<file path="config.mk">
export PLATFORM = sky130hd
export DESIGN_NAME = pix_frame_rx
export DESIGN_NICKNAME = d
export VERILOG_FILES = /design/src/rtl/pix_frame_rx.sv
export SDC_FILE = /design/constraint.sdc
export NUM_CORES = 1
export LEC_CHECK = 0
export ABC_AREA = 1
export BUFFER_PORTS_ARGS = -buffer_cell sky130_fd_sc_hd__clkbuf_2
export CORE_ASPECT_RATIO = 1.25
export CORE_MARGIN = 2
export CORE_UTILIZATION = 30
export DETAILED_ROUTE_END_ITERATION = 12
export HOLD_SLACK_MARGIN = 0.05
export PLACE_DENSITY = 0.52
export SLEW_MARGIN = 20
export SYNTH_ARGS = -nofsm -noshare
export SYNTH_HDL_FRONTEND = slang
export SYNTH_SLANG_ARGS = --single-unit
</file>
<file path="constraint.sdc">
create_clock -name i_clk_sys -period 4.6 [get_ports i_clk_sys]
set_clock_uncertainty 0.15 [all_clocks]
set_input_delay 1.38 -clock i_clk_sys [delete_from_list [all_inputs] [get_ports i_clk_sys]]
set_output_delay 1.38 -clock i_clk_sys [all_outputs]
set_load 0.005 [all_outputs]
</file>
<file path="src/rtl/pix_frame_rx.sv">
// pix_frame_rx: parses a framed UART byte stream into RGB444 pixel writes with per-block ACK/NAK.
// Optional idle-byte timeout abort is built when PIXRX_TIMEOUT_EN is defined.
module pix_frame_rx #(
   parameter int         ADDR_W      = 15,
   parameter int         BLOCK_PIX   = 64,
   parameter int         FRAME_PIX   = 19200,
   parameter logic [7:0] HDR_BYTE    = 8'hA5,
   parameter logic [7:0] ACK_CODE    = 8'h06,
   parameter logic [7:0] NAK_CODE    = 8'h15,
   parameter int         TIMEOUT_CYC = 5_000_000
) (
   input  logic              i_clk_sys,
   input  logic              i_rst,
   input  logic              i_en,
   input  logic [7:0]        i_rx_data,
   input  logic              i_rx_done,
   output logic              o_wr_en,
   output logic [ADDR_W-1:0] o_wr_addr,
   output logic [11:0]       o_wr_data,
   output logic [7:0]        o_check_code,
   output logic              o_check_valid,
   output logic              o_receiving,
   output logic              o_frame_done,
   output logic [ADDR_W-1:0] o_pix_cnt,
   output logic              o_err
);

   // state | meaning
   // IDLE  | waiting for HDR_BYTE, all other bytes dropped
   // DATA  | unpacking 3-byte groups into pixel pairs
   // CHK   | next byte is the block checksum
   typedef enum logic [1:0] {
      IDLE = 2'd0,
      DATA = 2'd1,
      CHK  = 2'd2
   } state_t;

   localparam int PIX_W = $clog2(BLOCK_PIX + 1);

   state_t            state_q, state_d;
   logic [ADDR_W-1:0] blk_base_q, blk_base_d;
   logic [PIX_W-1:0]  pix_idx_q, pix_idx_d;
   logic [1:0]        phase_q, phase_d;
   logic [7:0]        sum_q, sum_d;
   logic [7:0]        b0_q, b0_d;
   logic [3:0]        b1_lo_q, b1_lo_d;
   logic              wr_en_q, wr_en_d;
   logic [ADDR_W-1:0] wr_addr_q, wr_addr_d;
   logic [11:0]       wr_data_q, wr_data_d;
   logic [7:0]        check_code_q, check_code_d;
   logic              check_valid_q, check_valid_d;
   logic              receiving_q, receiving_d;
   logic              frame_done_q, frame_done_d;
   logic [ADDR_W-1:0] pix_cnt_q, pix_cnt_d;
   logic              err_q, err_d;

   logic              tmo_hit;
   logic [ADDR_W-1:0] blk_next;
   logic [PIX_W-1:0]  pix_next;
   logic [ADDR_W-1:0] wr_addr_now;

`ifdef PIXRX_TIMEOUT_EN
   localparam int TMO_W = $clog2(TIMEOUT_CYC + 1);
   localparam logic [TMO_W-1:0] TMO_LOAD = TMO_W'(TIMEOUT_CYC - 1);

   logic [TMO_W-1:0] tmo_q, tmo_d;

   // down-counter reloaded on every byte; parked at the load value while idle
   always_comb begin
      tmo_d = tmo_q;
      if (state_q == IDLE || i_rx_done) begin
         tmo_d = TMO_LOAD;
      end else if (tmo_q != '0) begin
         tmo_d = tmo_q - TMO_W'(1);
      end
   end

   always_ff @(posedge i_clk_sys or posedge i_rst) begin
      if (i_rst) begin
         tmo_q <= '0;
      end else begin
         tmo_q <= tmo_d;
      end
   end

   assign tmo_hit = (state_q != IDLE) && (tmo_q == '0) && !i_rx_done;
`else
   logic unused_tmo;
   assign unused_tmo = (TIMEOUT_CYC != 0);
   assign tmo_hit    = 1'b0;
`endif

   always_comb begin
      state_d       = state_q;
      blk_base_d    = blk_base_q;
      pix_idx_d     = pix_idx_q;
      phase_d       = phase_q;
      sum_d         = sum_q;
      b0_d          = b0_q;
      b1_lo_d       = b1_lo_q;
      wr_en_d       = 1'b0;
      wr_addr_d     = wr_addr_q;
      wr_data_d     = wr_data_q;
      check_code_d  = check_code_q;
      check_valid_d = 1'b0;
      receiving_d   = receiving_q;
      frame_done_d  = 1'b0;
      pix_cnt_d     = pix_cnt_q;
      err_d         = 1'b0;
      blk_next      = blk_base_q + ADDR_W'(BLOCK_PIX);
      pix_next      = pix_idx_q + PIX_W'(1);
      wr_addr_now   = blk_base_q + ADDR_W'(pix_idx_q);

      if (state_q != IDLE && (!i_en || tmo_hit)) begin
         // abort keeps the committed pixel count; only a timeout reports an error
         state_d     = IDLE;
         blk_base_d  = '0;
         pix_idx_d   = '0;
         phase_d     = '0;
         sum_d       = '0;
         receiving_d = 1'b0;
         err_d       = i_en && tmo_hit;
      end else if (i_rx_done) begin
         case (state_q)
            IDLE: begin
               if (i_en && i_rx_data == HDR_BYTE) begin
                  state_d     = DATA;
                  blk_base_d  = '0;
                  pix_idx_d   = '0;
                  phase_d     = '0;
                  sum_d       = '0;
                  receiving_d = 1'b1;
               end
            end
            DATA: begin
               sum_d = sum_q + i_rx_data;
               case (phase_q)
                  2'd0: begin
                     b0_d    = i_rx_data;
                     phase_d = 2'd1;
                  end
                  2'd1: begin
                     wr_en_d   = 1'b1;
                     wr_addr_d = wr_addr_now;
                     wr_data_d = {b0_q, i_rx_data[7:4]};
                     b1_lo_d   = i_rx_data[3:0];
                     pix_idx_d = pix_next;
                     phase_d   = 2'd2;
                  end
                  2'd2: begin
                     wr_en_d   = 1'b1;
                     wr_addr_d = wr_addr_now;
                     wr_data_d = {b1_lo_q, i_rx_data};
                     pix_idx_d = pix_next;
                     phase_d   = 2'd0;
                     if (pix_next == PIX_W'(BLOCK_PIX)) begin
                        state_d = CHK;
                     end
                  end
                  default: phase_d = 2'd0;
               endcase
            end
            CHK: begin
               check_valid_d = 1'b1;
               pix_idx_d     = '0;
               phase_d       = '0;
               sum_d         = '0;
               state_d       = DATA;
               if (i_rx_data == sum_q) begin
                  check_code_d = ACK_CODE;
                  blk_base_d   = blk_next;
                  pix_cnt_d    = blk_next;
                  if (blk_next == ADDR_W'(FRAME_PIX)) begin
                     frame_done_d = 1'b1;
                     receiving_d  = 1'b0;
                     blk_base_d   = '0;
                     state_d      = IDLE;
                  end
               end else begin
                  check_code_d = NAK_CODE;
               end
            end
            default: state_d = IDLE;
         endcase
      end
   end

   always_ff @(posedge i_clk_sys or posedge i_rst) begin
      if (i_rst) begin
         state_q       <= IDLE;
         blk_base_q    <= '0;
         pix_idx_q     <= '0;
         phase_q       <= '0;
         sum_q         <= '0;
         b0_q          <= '0;
         b1_lo_q       <= '0;
         wr_en_q       <= 1'b0;
         wr_addr_q     <= '0;
         wr_data_q     <= '0;
         check_code_q  <= '0;
         check_valid_q <= 1'b0;
         receiving_q   <= 1'b0;
         frame_done_q  <= 1'b0;
         pix_cnt_q     <= '0;
         err_q         <= 1'b0;
      end else begin
         state_q       <= state_d;
         blk_base_q    <= blk_base_d;
         pix_idx_q     <= pix_idx_d;
         phase_q       <= phase_d;
         sum_q         <= sum_d;
         b0_q          <= b0_d;
         b1_lo_q       <= b1_lo_d;
         wr_en_q       <= wr_en_d;
         wr_addr_q     <= wr_addr_d;
         wr_data_q     <= wr_data_d;
         check_code_q  <= check_code_d;
         check_valid_q <= check_valid_d;
         receiving_q   <= receiving_d;
         frame_done_q  <= frame_done_d;
         pix_cnt_q     <= pix_cnt_d;
         err_q         <= err_d;
      end
   end

   assign o_wr_en       = wr_en_q;
   assign o_wr_addr     = wr_addr_q;
   assign o_wr_data     = wr_data_q;
   assign o_check_code  = check_code_q;
   assign o_check_valid = check_valid_q;
   assign o_receiving   = receiving_q;
   assign o_frame_done  = frame_done_q;
   assign o_pix_cnt     = pix_cnt_q;
   assign o_err         = err_q;

endmodule

</file>
### Word-level counts from Yosys, hierarchy flattened

Index checks and enable logic that the tools add are counted.
Widths: inputs -> output; s select.

| storage, ports and cells | value |
|---|---|
| flip-flop bits (word level) | 100 |
| output and inout bits | 55 |
| bits of input ports | 12 |
| word-level logic and storage cells | 104 |

| cells by class | value |
|---|---|
| multiplexer cells | 48 |
| reduce and logical (&&, ||, !) cells | 22 |
| equal/unequal tests | 14 |
| add/subtract/negate cells | 4 |
| bitwise gates (word level) | 1 |

Operators by type and width:

| cell | number |
|---|---|
| $mux 15 | 5 |
| $reduce_and 4->1 | 8 |
| $pmux 15 s2 | 1 |
| $mux 7 | 4 |
| $mux 8 | 3 |
| $pmux 12 s2 | 1 |
| $pmux 8 s3 | 1 |
| $pmux 7 s3 | 1 |
| $mux 1 | 19 |
| $ne 3x3->1 const B | 6 |
| $mux 2 | 8 |
| $add 15x7->15 | 1 |
| $add 15x7->15 const B | 1 |
| $eq 15x15->1 const B | 1 |
| $pmux 2 s3 | 2 |
| $add 8x8->8 | 1 |
| $eq 8x8->1 | 1 |
| $eq 8x8->1 const B | 1 |
| $add 7x1->7 const B | 1 |
| $eq 7x7->1 const B | 1 |
| $reduce_and 3->1 | 2 |
| $reduce_bool 2->1 | 3 |
| $mux 5 | 1 |
| $reduce_and 5->1 | 1 |
| 11 further kinds | 15 |

### Longest topological paths before layout

Gate-level depths: netlist of run 1.

| logic depth | value |
|---|---|
| word-level depth | 7 |
| gate-level depth with buffers | 12 |

### Worst setup path after synthesis of run 1

Ideal clock, no wire load.

| path | value |
|---|---|
| path kind | input-to-reg |
| start point | input i_rx_data[5] |
| end point | register blk_base_q[6] |
| stages on the path | 10 |
| data arrival time | 2.661 ns |
| path buffers | 0 |
| path slack | 1.716 ns |
| cells stage by stage | ha_1 > inv_2 > nand2_1 > nor3_2 > nand3_2 > nand2_2 > nand2_2 > nor2_4 > nand3_4 > a21oi_2 |

| on the way | value |
|---|---|
| longest elaborated chain between the ends | 4 |
| elaborated cells between the ends (all ways) | 6 |
| those cells by class | eq/ne (4); reduce/logical (2) |

Ends and longest elaborated chain:

| what | RTL line | source |
|---|---|---|
| start: declaration | 15 | `input logic [7:0] i_rx_data,` |
| $eq 8x8->1 | 126 | `if (i_en && i_rx_data == HDR_BYTE) begin` |
| $logic_and 1x1->1 | 126 |  |
| $ne 3x3->1 (no line) | -- |  |
| $reduce_and 4->1 (no line) (*) | -- |  |
| end signal: assignment | 208 | `blk_base_q <= blk_base_d;` |
| end: declaration | 41 | `logic [ADDR_W-1:0] blk_base_q, blk_base_d;` |

Mark *: on every way between the ends. The rest lies on a longest branch, timed or not.
A chain may end at the register's enable or synchronous reset.

### Worst setup path in the final report of run 1

| path | value |
|---|---|
| start point | input i_en |
| end point | register wr_addr_q[12] (netlist: o_wr_addr[12]) |

| on the way | value |
|---|---|
| longest elaborated chain between the ends | 4 |

Ends and longest elaborated chain:

| what | RTL line | source |
|---|---|---|
| start: declaration | 14 | `input logic i_en,` |
| $logic_not 1->1 | 114 | `if (state_q != IDLE && (!i_en \|\| tmo_hit)) begin` |
| $logic_and 1x1->1 | 114 |  |
| $not 1->1 (no line) | -- |  |
| $reduce_and 4->1 (no line) | -- |  |
| end signal: assignment | 215 | `wr_addr_q <= wr_addr_d;` |
| end: declaration | 48 | `logic [ADDR_W-1:0] wr_addr_q, wr_addr_d;` |

No other way between the ends.

==> impl_metrics.py, run 1 <==
metrics = {
    "grt": {
        "grt_pass1_vias": 3536,
        "gr-usage-met3": 0.02250,
        "grt-ovfl-total": 0,
        "track_usage": 0.1369,
        "grt_use_met2": 0.2342,
        "top_usage_layer": "met2",
        "grt_max_degree": 46,
        "use_met1": 0.1712,
        "grt_pass1_wl_um": 17380,
        "antenna_found_initial": 0,
    },
    "pwr": {
        "p_per_area_nw_per_um2": 504.5,
        "leakage_uw": 0.002645,
        "p_total_uw": 2589,
        "irDropWorstVdd_mv": 0.1586,
    },
    "placement": {
        "numPortBuffers": 55,
        "dp_hpwl_um": 7897,
        "place_congestion": 0.8685,
        "dp_cells": 753,
    },
    "finish": {
        "stdcell_count": 769,
        "diodes": 0,
        "fin_nets": 616,
        "areaGrowthSynthToFinish_pct": 15.19,
        "drive_above_1_share": 0.2217,
    },
    "sta": {
        "relSlewSlack": 0.5046,
        "holdWs_ns": 0.3216,
        "tightest_slew_ns": 0.7431,
        "rsz0062_at_grt": "no",
        "final_hold_viol_count": 0,
        "fin_crit_sh": 0.6377,
        "setup_violations": 0,
        "fmax_mhz": 340.9,
        "tns_ns": 0,
        "slew_violations": 0,
        "fin_crit_ns": 2.934,
    },
    "flow_run": {
        "drv_cap": 0,
    },
    "synth": {
        "synth_area_um2": 4456,
        "syn_inst": 530,
        "yosysSeqAreaShare": 0.4662,
        "synth_top_area_share": 0.4662,
        "ys.flop_type": "dfrtp_1",
        "yosysWarnings": 0,
        "synth.largest_area_cell": "dfrtp_1",
        "synth_seq_cells": 83,
        "ys_types": 35,
        "synth.avg_cell_area_um2": 8.407,
        "async_flop_share": 1.000,
        "synth_area_leaders": "dfrtp_1 (47%), nand2_1 (14%), o21ai_0 (4.9%), ha_1 (4.8%), inv_1 (4.0%)",
        "synth_edf_count": 0,
    },
    "cts": {
        "cts_resized": 0,
        "clockBufferDepth": 2,
        "cts_root_buf": "clkbuf_16",
        "clk_latency_ns": 0.34,
        "ctsHoldBuffers": 0,
        "cts_num_sinks": 83,
        "htree_levels": 3,
        "post-cts-setup-buffer-count": 0,
        "path_clk_slew_ns": 0.06,
        "cts-buffers-inserted": 9,
        "cts_tree": "built",
    },
    "floorplanning": {
        "core_area_um2": 14470,
        "die_area_um2": 15850,
        "die_x_um": 113,
        "die_h_um": 140.3,
        "start_util": 0.3079,
        "rows": 49,
        "ioPinCount": 67,
    },
    "hold_path": {
        "hold_path.class": "flop to flop",
    },
    "critical_path": {
        "criticalPathCategory": "input port to flop",
        "cp-start-kind": "input port",
        "crit_path_top_delay_cell": "inv_2",
        "critPathMaxStageDelay_ns": 0.41,
        "cp_top_family": "buffers and inverters",
        "cp.arrival_ns": 3.02,
        "cp_max_fo": 45,
        "path_buf_inv": 3,
        "cp_cell_sequence": "clkbuf_2 > nor2_4 > nor2_4 > inv_2 > nor3_4 > inv_2 > o31ai_1",
        "cp.required_ns": 4.68,
        "endpoint_kind": "flop",
    },
    "routing": {
        "vias": 3517,
        "vias_per_cell": 4.573,
        "wl_per_cell_um": 13.31,
        "drt-initial-drc-count": 190,
        "wl_um": 10230,
        "first_pass_iters": 8,
        "drc": 6,
        "antenna_left": 0,
    },
    "status": {
        "outcome": "complete, but fails checks",
        "violations": "DRC",
    },
}
==> where the power goes <==
group          internal [uW]  switching, uW  leakage (uW)  total (uW)
clock network            375            320      0.000139         695
registers                924            135       0.00111        1060
logic                    316            519       0.00140         836
==> synthesized netlist by cell type (5+ instances only) <==
master and count:
o21ai_0 44, nand4_1 5, buf_4 14, nand3_1 23
o21ai_2 13, nand2_1 169, xor2_1 6, nor2_4 7
nand2_2 6, inv_1 47, inv_2 11, nor2_1 21
o21ai_1 19, dfrtp_1 83, ha_1 17, a21oi_1 6
==> path summary, 6_finish.rpt <==
kind / from / end / slack [ns] / cells after the start
min: o_wr_addr[2]$_DFFE_PP0P_ / o_wr_addr[2]$_DFFE_PP0P_ / 0.32 / 2
min in group asynchronous: i_rst / sum_q[0]$_DFFE_PP0P_ / 0.85 / 2
max: i_en / o_wr_addr[12]$_DFFE_PP0P_ / 1.67 / 7
max in group asynchronous: i_rst / o_wr_addr[12]$_DFFE_PP0P_ / 2.68 / 3
min reg2reg: o_wr_addr[2]$_DFFE_PP0P_ / o_wr_addr[2]$_DFFE_PP0P_ / 0.32 / 2
max reg2reg: state_q[1]$_DFFE_PP0P_ / o_wr_addr[12]$_DFFE_PP0P_ / 1.99 / 8
==> registers in the layout (all words and copies together), names as in the netlist, 3 cells and up <==
signal and count:
b0_q 8, o_wr_data 12, pix_idx_q 7, o_pix_cnt 9
blk_base_q 9, o_check_code 3, b1_lo_q 4, sum_q 8
o_wr_addr 15
==> per-stage QoR <==
step / instance area, um2 / utilization / setup WS (ns)
2_1_floorplan: 4493 / - / 0.9332
3_3_place_gp: 4848 / 0.3351 / 1.388
3_5_place_dp: 4848 / 0.3351 / 1.308
4_1_cts: 5132 / 0.3547 / 1.661
5_1_grt: 5132 / 0.3547 / 1.469
6_report: 5132 / 0.3547 / 1.666
==> worst min-delay path, delay by kind of cell (launching register included) <==
| kind | cells | cell delay (ns) |
|---|---|---|
| flip-flops | 1 | 0.34 |
| AND/OR/NAND/NOR | 2 | 0.10 |
==> layout make-up <==
class                      instances  area, um2
fill                            1527       9336
sequential                        83       2077
multi-input combinational        377       2039
timing repair buffer              57      290.3
clock buffer                       9      225.2
tap                              178      222.7
inverter                          58      219.0
clock inverter                     7      58.81
==> metal layers <==
layer,share of wire,up-vias,wire [um]
li1,-,1789,-
met1,0.44,1657,4479
met2,0.52,58,5304
met3,0.027,13,277
met4,0.017,0,170
met5,0,-,0
==> cell families after synthesis <==
logic type / after synthesis / synth area share
XOR/XNOR: 9 / 0.01769
AND/OR/NAND/NOR: 255 / 0.2718
adder cells (fa/ha/maj): 18 / 0.05223
flip-flops: 83 / 0.4662
other: 1 / 0.0008417
buffers and inverters: 80 / 0.08452
AO/OA/AOI/OAI: 84 / 0.1067
==> placed cells by master (no fill, tap or decap), drive strengths merged <==
master      n
or2         2
conb       11
nand2     179
nand3b      1
o31ai       1
buf         2
xor2        6
nand4       6
a21oi       7
xnor2       3
clkinvlp    1
o21ai      76
dfrtp      83
nor3        8
nand3      26
clkbuf     64
nor2       33
inv        61
clkinv      3
ha         17
fa          1
(Power assumes the default switching activity.)
==> run 2: changes to the inputs <==
- clock period: 4.6 -> 2.8 ns (I/O delays scaled with it)
==> run 2 against run 1 <==
The run still ends with DRC left. Flip-flop and latch count unchanged. Combinational power increased by 66%. Non-clock buffer count increased by 1. Clock power increased by 100%. Sequential power increased by 63%. Count of clock-buffer cells in the layout unchanged. Final cell count increased by 0.13%.
==> impl_metrics.py, run 2 (synthesized netlist as in run 1, its figures left out) <==
metrics = {
    "routing": {
        "drc": 6,
        "wl_per_cell_um": 13.35,
        "antenna_left": 0,
        "vias_per_cell": 4.579,
        "drt-initial-drc-count": 144,
        "vias": 3526,
        "first_pass_iters": 8,
        "wl_um": 10280,
    },
    "hold_path": {
        "min_to": "o_check_code[2]$_DFFE_PP0P_",
        "min_from": "o_check_code[2]$_DFFE_PP0P_",
        "hold_path.class": "flop to flop",
        "min_path_cells": 1,
    },
    "sta": {
        "final_hold_viol_count": 0,
        "relSlewSlack": 0.5299,
        "setup_violations": 0,
        "fin_crit_ns": 2.347,
        "tns_ns": 0,
        "rsz0062_at_grt": "no",
        "tightest_slew_ns": 0.7042,
        "fmax_mhz": 426.0,
        "slew_violations": 0,
        "fin_crit_sh": 0.8383,
    },
    "floorplanning": {
        "ioPinCount": 67,
        "start_util": 0.3079,
        "core_area_um2": 14470,
        "rows": 49,
        "die_h_um": 140.3,
        "die_area_um2": 15850,
        "die_x_um": 113,
    },
    "finish": {
        "largest_reg_flops": 15,
        "fin_nets": 617,
        "diodes": 0,
        "mostFrequentLayoutCells": "nand2_1 (169), dfrtp_1 (83), clkbuf_2 (55)",
        "drive_above_1_share": 0.2230,
        "fin_area_um2": 5220,
        "areaGrowthSynthToFinish_pct": 17.16,
        "final_common_cell": "nand2_1",
        "stdcell_count": 770,
    },
    "grt": {
        "grt-ovfl-total": 0,
        "grt_max_degree": 84,
        "grt_pass1_wl_um": 17330,
        "grt_pass1_vias": 3471,
        "antenna_found_initial": 0,
        "track_usage": 0.1362,
    },
    "pwr": {
        "combPwrFrac": 0.307,
        "p_per_area_nw_per_um2": 868.0,
        "internal_power_uw": 2923,
        "p_total_uw": 4531,
        "p_sw_uw": 1608,
        "pwr-share-seq": 0.383,
        "p_clk_frac": 0.310,
        "leakage_uw": 0.002680,
        "switching_share": 0.3549,
        "irDropWorstVdd_mv": 0.2581,
    },
    "placement": {
        "numPortBuffers": 55,
        "placed_area_um2": 4871,
        "dp_cells": 754,
        "dp_hpwl_um": 7842,
        "place_congestion": 0.8317,
    },
    "cts": {
        "cts_root_buf": "clkbuf_16",
        "ctsHoldBuffers": 0,
        "cts_tree": "built",
        "path_clk_slew_ns": 0.06,
        "htree_levels": 3,
        "post-cts-setup-buffer-count": 0,
        "clockBufferDepth": 2,
        "cts_num_sinks": 83,
        "clk_latency_ns": 0.34,
        "cts_resized": 0,
        "cts-buffers-inserted": 9,
    },
    "flow_run": {
        "drv_cap": 0,
    },
    "status": {
        "outcome": "complete, but fails checks",
        "violations": "DRC",
    },
    "critical_path": {
        "crit_path_top_delay_cell": "ha_1",
        "cp-start-kind": "input port",
        "cp.arrival_ns": 2.47,
        "critPathMaxStageDelay_ns": 0.35,
        "cp_cell_sequence": "clkbuf_2 > ha_1 > inv_2 > nand2_1 > nor3_2 > nand3_2 > nand2_2 > nand2_2 > nor2_4 > nand3_4 > o21ai_2",
        "r2r_cells": 9,
        "r2r_setup_slack_ns": 0.56,
        "crit_top_cell": "nand2_2",
        "path_depth": 11,
        "endpoint_kind": "flop",
        "cp.required_ns": 2.92,
        "cp_top_family": "simple AND/OR/NAND/NOR gates",
        "path_buf_inv": 2,
        "reg2reg_to": "o_wr_data[5]$_DFFE_PP0P_",
        "regToRegStartpoint": "state_q[0]$_DFFE_PP0P_",
        "criticalPathCategory": "input port to flop",
        "cp_max_fo": 8,
    },
}
[run 2: cell type report]
cell class                      instances  area [um2]
Fill cell                            1512        9249
Sequential cell                        83        2077
Multi-Input combinational cell        377        2039
Timing Repair Buffer                   58       310.3
Clock buffer                            9       225.2
Tap cell                              178       222.7
Inverter                               58       221.5
Clock inverter                          7       123.9
[run 2: layer usage]
layer / share of wire / wire length, um / global-route usage / vias up
met1: 0.44 / 4566 / 0.1695 / 1671
li1: - / - / - / 1786
met5: 0 / 0 / 0 / -
met2: 0.51 / 5240 / 0.2304 / 58
met4: 0.013 / 131 / 0.05006 / 0
met3: 0.033 / 337 / 0.03116 / 11
[run 2: metrics by stage]
step | utilization | hold slack, ns | worst slack [ns]
2_1_floorplan | - | 0.2978 | 0.4559
3_3_place_gp | 0.3366 | 0.3008 | 0.1755
3_5_place_dp | 0.3366 | 0.3109 | 0.08042
4_1_cts | 0.3608 | 0.3251 | 0.4527
5_1_grt | 0.3608 | 0.3392 | 0.3036
6_report | 0.3608 | 0.3155 | 0.4527
[run 2: worst max path at each step]
stage | from | to | slack, ns
global route | state_q[1]$_DFFE_PP0P_ | o_wr_data[11]$_DFFE_PP0P_ | 0.30
CTS | i_rx_data[5] | blk_base_q[7]$_DFFE_PP0P_ | 0.45
detailed placement | i_rx_data[5] | blk_base_q[7]$_DFFE_PP0P_ | 0.08
finish | i_rx_data[5] | blk_base_q[10]$_DFFE_PP0P_ | 0.45
global placement | i_rx_data[5] | blk_base_q[6]$_DFFE_PP0P_ | 0.18
floorplan | i_rx_data[5] | blk_base_q[6]$_DFFE_PP0P_ | 0.46
[run 2: worst reg2reg max path, cell delays in order, from the launching register on]
cell and delay (ns):
dfrtp_1 0.40, inv_1 0.08, ha_1 0.28, nor2_4 0.23, nor2_4 0.09, inv_2 0.12, nor3_4 0.05, inv_2 0.51
nand2_1 0.15, o21ai_1 0.10
[run 2: power groups by stage]
stage | clock, uW | combinational [uW] | sequential [uW]
2_1_floorplan | 0 | 998 | 1710
3_3_place_gp | 0 | 1400 | 1750
3_5_place_dp | 0 | 1420 | 1760
4_1_cts | 1430 | 1430 | 1740
5_1_grt | 1480 | 1610 | 1780
6_report | 1400 | 1390 | 1730
